**src/rtl/trisc_pkg.sv**
```systemverilog
// Shared arbiter definitions: FSM state constants, owner encoding, counter width.
package trisc_pkg;

  typedef logic [1:0] arb_state_t;

  // state | meaning
  // IDLE  | no grant in the previous cycle
  // CPU   | previous cycle granted the CPU port
  // HOST  | previous cycle granted the host port
  localparam arb_state_t ST_IDLE = 2'd0;
  localparam arb_state_t ST_CPU  = 2'd1;
  localparam arb_state_t ST_HOST = 2'd2;

  typedef enum logic [1:0] {
    OWN_NONE = 2'd0,
    OWN_CPU  = 2'd1,
    OWN_HOST = 2'd2
  } owner_e;

  localparam int CNT_W = 4;

  function automatic owner_e state_owner(input arb_state_t st);
    case (st)
      ST_CPU:  return OWN_CPU;
      ST_HOST: return OWN_HOST;
      default: return OWN_NONE;
    endcase
  endfunction

endpackage

```
**src/rtl/dmem_arbiter.sv**
```systemverilog
// Two-port (CPU / host) arbiter in front of a single-port synchronous data RAM.
// Define DMEM_ARB_FAIR_EN to add the host starvation limit; default is pure CPU priority.
module dmem_arbiter
  import trisc_pkg::*;
#(
  parameter int WA         = 7,
  parameter int WD         = 7,
  parameter int STARVE_LIM = 4
) (
  input  logic        clk,
  input  logic        reset,
  input  logic        cpu_req,
  input  logic        cpu_we,
  input  logic [WA:0] cpu_addr,
  input  logic [WD:0] cpu_wdata,
  input  logic        host_req,
  input  logic        host_we,
  input  logic [WA:0] host_addr,
  input  logic [WD:0] host_wdata,
  output logic        cpu_gnt,
  output logic        host_gnt,
  output logic        cpu_rvalid,
  output logic        host_rvalid,
  output logic [WD:0] cpu_rdata,
  output logic [WD:0] host_rdata,
  output logic [WA:0] mem_addr,
  output logic [WD:0] mem_wdata,
  output logic        mem_we,
  input  logic [WD:0] mem_rdata,
  output logic        cpu_stall
);

  if (STARVE_LIM < 1 || STARVE_LIM > (1 << CNT_W) - 1) begin : g_bad_lim
    $error("dmem_arbiter: STARVE_LIM out of range");
  end

  arb_state_t  state_q, state_d;
  logic        rd_pend_q;
  logic [WA:0] addr_q;
  logic [WD:0] cpu_rdata_q, host_rdata_q;
  logic        host_win;
  owner_e      owner;

`ifdef DMEM_ARB_FAIR_EN
  logic [CNT_W-1:0] starve_cnt_q;

  // At the limit the host takes this cycle even against a CPU request.
  assign host_win = host_req && (!cpu_req || starve_cnt_q == CNT_W'(STARVE_LIM));

  always_ff @(posedge clk or posedge reset) begin
    if (reset) begin
      starve_cnt_q <= '0;
    end else if (host_gnt) begin
      starve_cnt_q <= '0;
    end else if (host_req && starve_cnt_q != '1) begin
      starve_cnt_q <= starve_cnt_q + 1'b1;
    end
  end
`else
  assign host_win = host_req && !cpu_req;
`endif

  assign host_gnt  = !reset && host_win;
  assign cpu_gnt   = !reset && cpu_req && !host_win;
  assign cpu_stall = cpu_req && !cpu_gnt;

  always_comb begin
    mem_addr  = addr_q;
    mem_wdata = '0;
    mem_we    = 1'b0;
    state_d   = ST_IDLE;
    if (cpu_gnt) begin
      mem_addr  = cpu_addr;
      mem_wdata = cpu_wdata;
      mem_we    = cpu_we;
      state_d   = ST_CPU;
    end else if (host_gnt) begin
      mem_addr  = host_addr;
      mem_wdata = host_wdata;
      mem_we    = host_we;
      state_d   = ST_HOST;
    end
  end

  // The state names the previous owner, so it also routes the returning read.
  assign owner       = state_owner(state_q);
  assign cpu_rvalid  = rd_pend_q && owner == OWN_CPU;
  assign host_rvalid = rd_pend_q && owner == OWN_HOST;
  assign cpu_rdata   = cpu_rvalid  ? mem_rdata : cpu_rdata_q;
  assign host_rdata  = host_rvalid ? mem_rdata : host_rdata_q;

  always_ff @(posedge clk or posedge reset) begin
    if (reset) begin
      state_q      <= ST_IDLE;
      rd_pend_q    <= 1'b0;
      addr_q       <= '0;
      cpu_rdata_q  <= '0;
      host_rdata_q <= '0;
    end else begin
      state_q   <= state_d;
      rd_pend_q <= (cpu_gnt || host_gnt) && !mem_we;
      addr_q    <= mem_addr;
      if (cpu_rvalid)  cpu_rdata_q  <= mem_rdata;
      if (host_rvalid) host_rdata_q <= mem_rdata;
    end
  end

endmodule

```
**config.mk**
```make
export PLATFORM = sky130hd
export DESIGN_NAME = dmem_arbiter
export DESIGN_NICKNAME = d
export VERILOG_FILES = /design/src/rtl/trisc_pkg.sv /design/src/rtl/dmem_arbiter.sv
export SDC_FILE = /design/constraint.sdc
export NUM_CORES = 1
export LEC_CHECK = 0
export CAP_MARGIN = 20
export CORE_MARGIN = 8
export CORE_UTILIZATION = 30
export CTS_CLUSTER_DIAMETER = 150
export CTS_CLUSTER_SIZE = 12
export DETAILED_ROUTE_END_ITERATION = 10
export MAX_ROUTING_LAYER = met4
export PLACE_DENSITY = 0.68
export SLEW_MARGIN = 10
export SYNTH_ARGS = -nofsm -noshare
export SYNTH_HDL_FRONTEND = slang
export SYNTH_SLANG_ARGS = --single-unit
```
**constraint.sdc**
```tcl
create_clock -name clk -period 3.3 [get_ports clk]
set_input_delay 0.66 -clock clk [delete_from_list [all_inputs] [get_ports clk]]
set_output_delay 0.66 -clock clk [all_outputs]
set_load 0.01 [all_outputs]
```
## Yosys cells after proc, flatten, opt, wreduce, memory -nomap -nowiden

Cells that the tools add are included.
W data, S select, Z words.

- Bits in registers: 27

- Equal/unequal tests: 4
- Mux-type cells: 11
- Reductions and logical operators: 14

Operator list:

| operator | number |
|---|---|
| $mux W8 | 6 |
| $logic_and A1 B1 Y1 | 8 |
| $logic_not A1 Y1 | 5 |
| $eq A2 B1 Y1 const B | 2 |
| $eq A2 B2 Y1 const B | 2 |
| $mux W2 | 2 |
| $pmux W2 S2 | 1 |
| $mux W1 | 2 |
| $logic_or A1 B1 Y1 | 1 |

## Longest topological paths before layout

- Depth after elaboration: 7
- Gate-level depth with buffers: 4

## Worst setup path before layout

Ideal clock, no wire load.

- Path type: input-to-output
- From: input port reset
- To: output port mem_addr[0]
- Arrival: 1.603 ns
- Data required time: 2.640 ns
- Slack: 1.037 ns
- Stages on the path: 4
- Cells stage by stage: inv_1 > buf_2 > nor2_1 > a211oi_2

- Word-level cells in the longest chain between the ends: 4
- Elaborated cells on any way between the ends: 6
- Those cells by class: mux: 2; reduce/logical: 4

Ends and longest elaborated chain:

| what | line | text |
|---|---|---|
| start, declared | dmem_arbiter.sv:11 | `input logic reset,` |
| $logic_not A1 Y1 (no line) * | -- |  |
| $logic_and A1 B1 Y1, on equally long branches | dmem_arbiter.sv:63, dmem_arbiter.sv:64 |  |
| $mux W8 or $logic_and A1 B1 Y1 (tied branches) | dmem_arbiter.sv:77, dmem_arbiter.sv:64 |  |
| $mux W8 * | dmem_arbiter.sv:72 | `if (cpu_gnt) begin` |
| end, declared | dmem_arbiter.sv:26 | `output logic [WA:0] mem_addr,` |

Mark *: on every way between the ends. The rest lies on a longest branch, timed or not.

## Worst setup path after layout

Same ends and word-level chain as after synthesis.

==> metrics <==
hold depth 1; # port buffers 83; Synth Area per Inst 11.49 um2; post-CTS setup buffers 0; clock sinks 27; area leader, netlist dfrtp_1; Clock Path Buffers 2; CP Class in2out; core area 4324 um2; Synth area leaders dfrtp_1, mux2_2, a211oi_2; outcome finished, final reports clean; final setup fails 0; Least-Margin Pin Slew 499.2 ps; top cells by count, synth dfrtp_1, nor2_1, mux2_2; syn_nets 162; Leak Pwr 0.9723 nW; initial antenna violation count 0; Rows 24; Die Footprint 6830 um2; maximum clock rate 0.3158 GHz; I/O Pins 84; Post-synth ARST share 100.0%; Num CTS Buffers 3; Final HPWL DP 3.483 mm; Ant. Diodes 0; FF+latch count, synth 27; sequential area share after synthesis 50.70%; R2R depth 2; Antenna Nets Post-Route 0; Hold Vio Cnt, Final 0; vias per cell 4.667; post-synthesis instance area 1333 um2; total track usage 12.61%; final estimated routing congestion in global placement 0.7726; layout cells sized above 1 19.21%; Routed WL 4.246 mm; Worst VDD drop 0.2966 mV; synth warn 0; most frequent cell after synthesis dfrtp_1; Slew Limit Fails 0; detailed-route via count 1190; largest net degree at the start of global routing 17; global route total overflow 0; DR pass1 iterations 4; initial core utilization 30.82%; vias in the first global route 1264; final net count 250; Synth top area share 50.70%; setup TNS 0 ps; Yosys cell types 15; Critical Path AT 2510 ps; die extent in x 82.65 um; Fill cells 391; Resized Gates After CTS 0; crit-path max FO 16; startpoint type of the worst setup path primary input; H-tree depth 1; Post-synth EDFFs 0; max cap viols 0; clk_lat worst skew 270 ps; root buffer cell clkbuf_8; Initial DRC Count 33; Final Skew 4.711 ps; die height 82.65 um; Tmin final 3167 ps; post-layout util 52.84%; DRC errors left 0; crit path capture type primary output; Worst EP required 2640 ps; CTS Hold Bufs 0; Hold Crit Class reg2reg; first-pass GRT wire length 6.548 mm; fin crit share 95.97%; clock slew at reported path FFs 90 ps; Most used DFF post-synth dfrtp_1; area growth from synthesis to layout 71.46%; unrepaired setup endpoints after global routing no; synthesized instance count 116; TritonCTS clock tree yes; WL/cell 16.65 um; PwrDens 433.9 nW/um2; Slew HR 66.68%
## report_power, final
part / total [W] / internal (W) / switching (W)
registers: 0.000417 / 0.000395 / 0.0000218
logic: 0.000387 / 0.000235 / 0.000153
clock network: 0.000187 / 0.0000855 / 0.000102
total: 0.000991 / 0.000715 / 0.000276
## stage by stage
stage                     power [W]  setup WS, ps  instances  instance area, um2  hold WS [ps]
after floorplan           0.0005800          1037        116                1333         512.1
after global placement    0.0008031         213.9        251                2236         479.6
after detailed placement  0.0008166         138.8        251                2236         485.9
after CTS                  0.001009         135.5        255                2285         508.6
after global routing       0.001055       0.07305        255                2285         519.6
final                     0.0009913         133.0        255                2285         504.3
## path summary, 6_finish.rpt
kind / to / from / slack, ps
worst min register to register: host_rdata_q[7]$_DFF_PP0_ / host_rdata_q[7]$_DFF_PP0_ / 500
min in group asynchronous: addr_q[0]$_DFF_PP0_ / reset / 790
worst max-delay path: mem_addr[0] / reset / 130
worst min-delay path: host_rdata_q[7]$_DFF_PP0_ / host_rdata_q[7]$_DFF_PP0_ / 500
worst max register to register: cpu_rdata_q[3]$_DFF_PP0_ / state_q[1]$_DFF_PP0_ / 2190
max in group asynchronous: cpu_rdata_q[3]$_DFF_PP0_ / reset / 1920
## layout by cell type (no fill, tap or decap), types with 4 or more instances in the layout
cell type,instances
inv_1,4
dfrtp_1,27
buf_4,8
mux2_2,16
o22ai_1,8
a211oi_2,8
a22oi_1,9
clkdlybuf4s50_1,83
nor2_1,25
## critical path, stage by stage
cell and delay, ps:
clkdlybuf4s50_1 450, inv_1 400, nor2_1 120, a211oi_2 280, clkdlybuf4s50_1 590
## per-layer routing
layer	track usage, %	wire, um	vias up
li1	-	-	582
met1	16.15	1890	551
met2	20.28	2054	53
met3	3.030	247	4
met4	1.379	54	0
met5	-	0	-
## flip-flops by register name, indices dropped and copies added (netlist names)
| register | flops |
|---|---|
| cpu_rdata_q | 8 |
| rd_pend_q | 1 |
| state_q | 2 |
| host_rdata_q | 8 |
| addr_q | 8 |
## kinds of logic after synthesis
group,Yosys count,synth area share (%)
buffers and inverters,12,5.070
muxes,16,13.52
DFF,27,50.70
AOI/OAI and AO/OA,26,16.71
and+or+nand+nor,35,13.99
## layout make-up
cell class                 count  area, um2  area share [%]
inverter                       4      15.01          0.6572
clock inverter                 1      7.507          0.3286
multi-input combinational     77      589.3           25.79
sequential                    27      675.6           29.57
clock buffer                   3      41.29           1.807
timing repair buffer          91      890.9           38.99
tap                           52      65.06           2.848
Note: power is estimated with default switching activity, not from simulation.
